$ cat config.mk
export PLATFORM = sky130hd
export DESIGN_NAME = pic_control_sequencer
export DESIGN_NICKNAME = d
export VERILOG_FILES = /design/src/rtl/pic_pkg.sv /design/src/rtl/pic_inta_sync.sv /design/src/rtl/pic_control_sequencer.sv
export SDC_FILE = /design/constraint.sdc
export NUM_CORES = 1
export LEC_CHECK = 0
export ABC_AREA = 1
export ABC_CLOCK_PERIOD_IN_PS = 1700
export BUFFER_PORTS_ARGS = -buffer_cell sky130_fd_sc_hd__buf_4
export CAP_MARGIN = 20
export CORE_ASPECT_RATIO = 0.5
export CORE_MARGIN = 4
export CORE_UTILIZATION = 40
export CTS_CLUSTER_SIZE = 12
export DETAILED_ROUTE_END_ITERATION = 10
export GPL_ROUTABILITY_DRIVEN = 0
export GPL_TIMING_DRIVEN = 0
export PLACE_DENSITY = 0.73
export REMOVE_ABC_BUFFERS = 1
export SETUP_SLACK_MARGIN = 0.5
export SYNTH_ARGS = -nofsm -noshare
export SYNTH_HDL_FRONTEND = slang
export SYNTH_SLANG_ARGS = --single-unit
export TNS_END_PERCENT = 20
$ cat constraint.sdc
create_clock -name CLK -period 1.7 [get_ports CLK]
set_input_delay 0.255 -clock CLK [delete_from_list [all_inputs] [get_ports CLK]]
set_output_delay 0.255 -clock CLK [all_outputs]
set_load 0.005 [all_outputs]
$ cat src/rtl/pic_pkg.sv
`default_nettype none
// ============================================================================
// Module   : pic_pkg
// Purpose  : Shared state encodings, OCW2 command codes and ICW/OCW bit
//            positions for the 8259A-style control sequencer.
// Revision : 1.0 - initial release
// ============================================================================
package pic_pkg;

    typedef enum logic [2:0] {
        S_ICW1  = 3'd0,
        S_ICW2  = 3'd1,
        S_ICW3  = 3'd2,
        S_ICW4  = 3'd3,
        S_READY = 3'd4
    } cfg_state_t;

    typedef enum logic [1:0] {
        A_IDLE = 2'd0,
        A_P1   = 2'd1,
        A_GAP  = 2'd2,
        A_P2   = 2'd3
    } ack_state_t;

    // OCW2 command field, bits [7:5] (R, SL, EOI)
    localparam logic [2:0] NON_SPECIFIC_EOI   = 3'b001;
    localparam logic [2:0] SPECIFIC_EOI       = 3'b011;
    localparam logic [2:0] AUTOMATIC_ROTATING = 3'b101;
    localparam logic [2:0] SPECIFIC_ROTATING  = 3'b111;

    localparam int ICW1_IC4   = 0;
    localparam int ICW1_SNGL  = 1;
    localparam int ICW1_LTIM  = 3;
    localparam int ICW1_SEL   = 4;
    localparam int ICW4_AEOI  = 1;
    localparam int OCW2_EOI   = 5;
    localparam int OCW3_RIS   = 0;
    localparam int OCW3_RR    = 1;
    localparam int OCW3_SEL   = 3;

    function automatic logic op_is_eoi(input logic [7:0] op);
        return op[7:5] inside {NON_SPECIFIC_EOI, SPECIFIC_EOI,
                               AUTOMATIC_ROTATING, SPECIFIC_ROTATING};
    endfunction

endpackage
`default_nettype wire

$ cat src/rtl/pic_inta_sync.sv
`default_nettype none
// ============================================================================
// Module   : pic_inta_sync
// Purpose  : Synchronises the asynchronous active-low INTA and flags its
//            falling and rising edges in the clk domain.
// Revision : 1.0 - initial release
// ============================================================================
module pic_inta_sync #(
    parameter int STAGES = 2
) (
    input  logic clk,
    input  logic rst,
    input  logic inta_n,
    output logic inta_s,
    output logic inta_fall,
    output logic inta_rise
);

    logic [STAGES-1:0] sync_q;
    logic [STAGES-1:0] sync_d;
    logic              prev_q;
    logic              prev_d;

    always_comb begin
        sync_d = {sync_q[STAGES-2:0], inta_n};
        prev_d = sync_q[STAGES-1];
    end

    // Reset to the idle (high) level so no false edge appears after reset
    always_ff @(posedge clk or posedge rst) begin
        if (rst) begin
            sync_q <= '1;
            prev_q <= 1'b1;
        end else begin
            sync_q <= sync_d;
            prev_q <= prev_d;
        end
    end

    assign inta_s    = sync_q[STAGES-1];
    assign inta_fall = prev_q & ~inta_s;
    assign inta_rise = ~prev_q & inta_s;

endmodule
`default_nettype wire

$ cat src/rtl/pic_control_sequencer.sv
`default_nettype none
// ============================================================================
// Module   : pic_control_sequencer
// Purpose  : ICW/OCW command decoder and two-pulse INTA sequencer for an
//            8259A-style priority resolver. Option macro: PIC_AUTO_EOI_EN.
// Revision : 1.0 - initial release
// ============================================================================
module pic_control_sequencer
    import pic_pkg::*;
#(
    parameter int         INTA_SYNC_STAGES = 2,
    parameter logic [7:0] RESET_IMR        = 8'hFF
) (
    input  logic       CLK,
    input  logic       RESET,
    input  logic       CS,
    input  logic       WR,
    input  logic       RD,
    input  logic       A0,
    input  logic [7:0] D_IN,
    output logic [7:0] D_OUT,
    output logic       D_OE,
    input  logic       INTA,
    input  logic       INT_REQ,
    input  logic [2:0] INT_VEC,
    input  logic [7:0] IRR_IN,
    input  logic [7:0] ISR_IN,
    output logic [7:0] IM,
    output logic [7:0] OPERATION,
    output logic       INT,
    output logic       INIT_DONE
);

    cfg_state_t cfg_state_q, cfg_state_d;
    ack_state_t ack_state_q, ack_state_d;
    logic [4:0] t_q, t_d;
    logic       ltim_q, ltim_d;
    logic       sngl_q, sngl_d;
    logic       ic4_q, ic4_d;
    logic       aeoi_q, aeoi_d;
    logic       rr_q, rr_d;
    logic       ris_q, ris_d;
    logic [7:0] im_q, im_d;
    logic [7:0] operation_q, operation_d;
    logic [7:0] d_out_q, d_out_d;
    logic       d_oe_q, d_oe_d;
    logic       int_q, int_d;

    logic w_wr;
    logic w_icw1;
    logic w_init_done;
    logic w_read;
    logic w_inta_s;
    logic w_inta_fall;
    logic w_inta_rise;

    pic_inta_sync #(
        .STAGES (INTA_SYNC_STAGES)
    ) u_inta_sync (
        .clk       (CLK),
        .rst       (RESET),
        .inta_n    (INTA),
        .inta_s    (w_inta_s),
        .inta_fall (w_inta_fall),
        .inta_rise (w_inta_rise)
    );

    assign w_wr        = CS & WR;
    assign w_icw1      = w_wr & ~A0 & D_IN[ICW1_SEL];
    assign w_init_done = (cfg_state_q == S_READY);

    // ---------------- state register ----------------
    always_ff @(posedge CLK or posedge RESET) begin
        if (RESET) begin
            cfg_state_q <= S_ICW1;
            ack_state_q <= A_IDLE;
            t_q         <= '0;
            ltim_q      <= 1'b0;
            sngl_q      <= 1'b0;
            ic4_q       <= 1'b0;
            aeoi_q      <= 1'b0;
            rr_q        <= 1'b0;
            ris_q       <= 1'b0;
            im_q        <= RESET_IMR;
            operation_q <= '0;
            d_out_q     <= '0;
            d_oe_q      <= 1'b0;
            int_q       <= 1'b0;
        end else begin
            cfg_state_q <= cfg_state_d;
            ack_state_q <= ack_state_d;
            t_q         <= t_d;
            ltim_q      <= ltim_d;
            sngl_q      <= sngl_d;
            ic4_q       <= ic4_d;
            aeoi_q      <= aeoi_d;
            rr_q        <= rr_d;
            ris_q       <= ris_d;
            im_q        <= im_d;
            operation_q <= operation_d;
            d_out_q     <= d_out_d;
            d_oe_q      <= d_oe_d;
            int_q       <= int_d;
        end
    end

    // ---------------- next-state logic ----------------
    always_comb begin
        cfg_state_d = cfg_state_q;
        if (w_icw1) begin
            cfg_state_d = S_ICW2;
        end else if (w_wr && A0) begin
            unique case (cfg_state_q)
                S_ICW2:  cfg_state_d = !sngl_q ? S_ICW3 : (ic4_q ? S_ICW4 : S_READY);
                S_ICW3:  cfg_state_d = ic4_q ? S_ICW4 : S_READY;
                S_ICW4:  cfg_state_d = S_READY;
                default: cfg_state_d = cfg_state_q;
            endcase
        end
    end

    always_comb begin
        ack_state_d = ack_state_q;
        if (w_icw1) begin
            ack_state_d = A_IDLE;
        end else if (w_init_done) begin
            unique case (ack_state_q)
                A_IDLE:  if (w_inta_fall) ack_state_d = A_P1;
                A_P1:    if (w_inta_rise) ack_state_d = A_GAP;
                A_GAP:   if (w_inta_fall) ack_state_d = A_P2;
                A_P2:    if (w_inta_rise) ack_state_d = A_IDLE;
                default: ack_state_d = A_IDLE;
            endcase
        end
    end

    // ---------------- command registers ----------------
    always_comb begin
        t_d    = t_q;
        ltim_d = ltim_q;
        sngl_d = sngl_q;
        ic4_d  = ic4_q;
        aeoi_d = aeoi_q;
        rr_d   = rr_q;
        ris_d  = ris_q;
        im_d   = im_q;

        // EOI is a one-cycle pulse so back-to-back EOIs remain distinct
        operation_d = operation_q;
        if (op_is_eoi(operation_q)) begin
            operation_d[OCW2_EOI] = 1'b0;
        end
`ifdef PIC_AUTO_EOI_EN
        if ((ack_state_q == A_P2) && (ack_state_d == A_IDLE) && aeoi_q) begin
            operation_d = {(operation_q[7] ? AUTOMATIC_ROTATING : NON_SPECIFIC_EOI),
                           operation_q[4:0]};
        end
`endif

        if (w_icw1) begin
            ltim_d      = D_IN[ICW1_LTIM];
            sngl_d      = D_IN[ICW1_SNGL];
            ic4_d       = D_IN[ICW1_IC4];
            im_d        = RESET_IMR;
            operation_d = '0;
        end else if (w_wr) begin
            unique case (cfg_state_q)
                S_ICW2: if (A0) t_d = D_IN[7:3];
                S_ICW4: if (A0) aeoi_d = D_IN[ICW4_AEOI];
                S_READY: begin
                    if (A0) begin
                        im_d = D_IN;
                    end else if (!D_IN[OCW3_SEL]) begin
                        operation_d = D_IN;
                    end else begin
                        rr_d  = D_IN[OCW3_RR];
                        ris_d = D_IN[OCW3_RIS];
                    end
                end
                default: ;
            endcase
        end
    end

    // ---------------- output logic ----------------
    // INTA owns the bus from the first synced fall until the sequence ends
    assign w_read = CS & RD & (ack_state_q == A_IDLE) & (ack_state_d == A_IDLE);

    always_comb begin
        d_out_d = d_out_q;
        d_oe_d  = 1'b0;
        if ((ack_state_d == A_P2) && !w_inta_s) begin
            d_oe_d = 1'b1;
            if (ack_state_q != A_P2) begin
                d_out_d = {t_q, INT_VEC};
            end
        end else if (w_read) begin
            d_oe_d  = 1'b1;
            d_out_d = A0 ? im_q : (rr_q ? (ris_q ? ISR_IN : IRR_IN) : 8'h00);
        end
        int_d = (cfg_state_d == S_READY) & INT_REQ & (ack_state_d == A_IDLE);
    end

    assign D_OUT     = d_out_q;
    assign D_OE      = d_oe_q;
    assign IM        = im_q;
    assign OPERATION = operation_q;
    assign INT       = int_q;
    assign INIT_DONE = w_init_done;

endmodule
`default_nettype wire
==> run metrics <==
Pins Over Slew Limit=0; synthesized area=between 0.002 and 0.0025 mm^2; maximum clock frequency=just over 0.6 GHz; vias in the first global route=around 2000; top cells by area, synth=dfrtp_1 36%, dfstp_2 14%, o21ai_0 8.2%; Reg clk slew, reported paths=0.08 ns; Critical-path top delay cell=dfstp_2; crit path capture type=register; most common cell after layout, fill and taps aside=buf_4; drt pass-1 iters=4; worst slew pin tran=between 0.8 and 0.9 ns; largest net degree at the start of global routing=43; n_diodes=0; fin crit share=95.6%; Die ar.=between 0.006 and 0.007 mm^2; routed via count=about 2100; CP max FO=6; clock root cell=clkbuf_8; Yosys top cell by area=dfrtp_1; PortBufs=60; power density cells=approximately 1500 mW/mm^2; final net count=371; final setup fails=0; row count=18; slew margin rel.=42.1%; syn_area_per_cell=approximately 8.4 um^2; unrepaired setup endpoints after global routing=true; die height=between 50 and 60 um; WS Path Type=register to register; antenna viol nets, final=0; Routed WL per cell=around 15 um; Design Area, Final=between 0.003 and 0.004 mm^2; DPL Wire Length=4230 um; final hold vios=0; cells after synthesis=254; post-synthesis sequential area ratio=about half; Fillers=about 430; Overall Global Routing Usage=18.4%; CTS tree=built; status=finished, final reports clean; # IOs=62; Yosys reg bits=42; worst hold path type=input pin to register; Final Total Pwr=roughly 4.5 mW; H-Tree Depth=2; Startpoint Class=register; Worst VDD drop=between 0.0006 and 0.0007 V; CP Data Required Time=around 1.9 ns; critical path cell sequence=nand2_4 > nor2_4 > nand2_1 > nand2_2 > nand2_4 > nand2_8 > nand3_4 > buf_6 > nand3_2 > nand2_1; hold_buf cts=0; cell leakage power=between 1 and 1.5 nW; share of the synthesized area in the top cell type=36.3%; area grow syn2layout=44.3%; Starting Density=a little over two fifths; max cap viols=0; Max Buffers Root-to-Sink=2; Num CTS Buffers=5; post-synthesis cell type count=28; Crit path max-delay family=simple AND/OR/NAND/NOR gates; minimum clock period=around 1.6 ns; critical path's largest stage delay=0.57 ns; DRT Wirelength=between 6000 and 7000 um; Layout Skew=roughly 0.009 ns; Critical Path AT=around 1.8 ns; first-pass GRT wire length=between 9000 and 10000 um; fraction of layout cells with a size suffix above 1=43.3%; initial antenna violation count=0; area post-placement=approximately 0.0026 mm^2; area of the core=around 0.0050 mm^2; Buf/Inv on CP=1; Die Wd=111 um; most frequent cells in the layout=69 x buf_4, 36 x nand2_1, 33 x inv_1; GRT overflow=0; yosys warns=0; DRT iter0 DRCs=142; Clock Latency Late Sink=between 0.2 and 0.3 ns; drt via density=5.15; DRC=0; Num Clock Sinks=42
## cell type report
cell class                 instances  area, um^2  area share [%]
multi-input combinational        168        1040            33.8
clock buffer                       7        86.3            2.80
tap                               70        87.6            2.84
timing repair inverter             2        10.0           0.325
sequential                        42        1070            34.6
inverter                          42         173            5.60
clock inverter                     1        30.0           0.974
timing repair buffer              75         586            19.0
## cells by family (layout without fill, tap and decap cells)
family | Yosys count | count (layout) | synth area share [%]
AO/OA/AOI/OAI | 54 | 54 | 14.1
buffers and inverters | 47 | 127 | 9.20
flip-flops | 42 | 42 | 49.9
multiplexers | 3 | 3 | 1.58
other | 1 | 1 | 0.176
AND/OR/NAND/NOR | 107 | 110 | 25.1
## routing by layer
layer  wire (um)  up-vias  GRT usage (%)
li1            -     1005              -
met1        2650      991           24.1
met2        2950       90           29.8
met3         492       12           5.36
met4          91        0           6.24
met5           0        -              0
## path summary, 6_finish.rpt
| check | cells after the start | slack [ns] | endpoint | startpoint |
|---|---|---|---|---|
| worst max-delay path | 10 | 0.07 | D_OUT[2]$_DFFE_PP0P_ | u_inta_sync.sync_q[1]$_DFF_PP1_ |
| worst min-delay path | 1 | 0.06 | u_inta_sync.sync_q[0]$_DFF_PP1_ | INTA |
| worst max register to register | 10 | 0.07 | D_OUT[2]$_DFFE_PP0P_ | u_inta_sync.sync_q[1]$_DFF_PP1_ |
| worst min register to register | 0 | 0.36 | u_inta_sync.sync_q[1]$_DFF_PP1_ | u_inta_sync.sync_q[0]$_DFF_PP1_ |
| max in group asynchronous | 2 | 0.95 | cfg_state_q[2]$_DFF_PP0_ | RESET |
| min in group asynchronous | 2 | 0.14 | INT$_DFF_PP0_ | RESET |
## per-stage QoR
stage	hold slack, ns	instances	TNS, ns	util, %	worst slack [ns]
2_1_floorplan	0.259	249	0	-	0.220
3_3_place_gp	0.347	379	-1.04	52.4	-0.0303
3_5_place_dp	0.351	379	-0.518	52.4	-0.0802
4_1_cts	0.0533	397	0	57.3	0.106
5_1_grt	0.0555	407	-0.0539	61.1	-0.0229
6_report	0.0630	407	0	61.1	0.0743
## state kept, by name, indices dropped and copies added (netlist names)
name	count
u_inta_sync.sync_q	2
IM	8
D_OUT	8
ic4_q	1
cfg_state_q	3
ris_q	1
ack_state_q	2
D_OE	1
OPERATION	7
u_inta_sync.prev_q	1
rr_q	1
sngl_q	1
INT	1
t_q	5
## repair_timing
action / CTS / global route
gates resized for setup: 20 / 36
cloned: 4 / 1
buffers inserted: 6 / 9
pin swaps: 11 / 22
endpoints found under the hold margin: 0 / 0
endpoints found under the setup margin: 43 / 45
## synth_stat cells
cell type  count
a21oi_1        5
a22oi_1        2
buf_4          1
buf_6          1
clkbuf_1       2
clkbuf_2       1
clkinv_4       1
conb_1         1
dfrtp_1       31
dfstp_2       11
inv_1         39
inv_2          1
inv_4          1
mux2_2         3
nand2_1       44
nand2_4        2
nand3_1       28
nand3_4        3
nand4_1        3
nor2_1        19
nor2_2         1
nor2_4         4
nor3_1         3
o211ai_1       1
o21ai_0       35
o221ai_1       1
o22ai_1        9
o31ai_2        1
## where the power goes
group	leakage, nW	total (mW)	internal [mW]	switching (mW)
clock network	0.0585	0.824	0.479	0.345
logic	0.930	1.96	0.912	1.05
registers	0.505	1.69	1.42	0.276
Note: power is estimated with default switching activity, not from simulation.
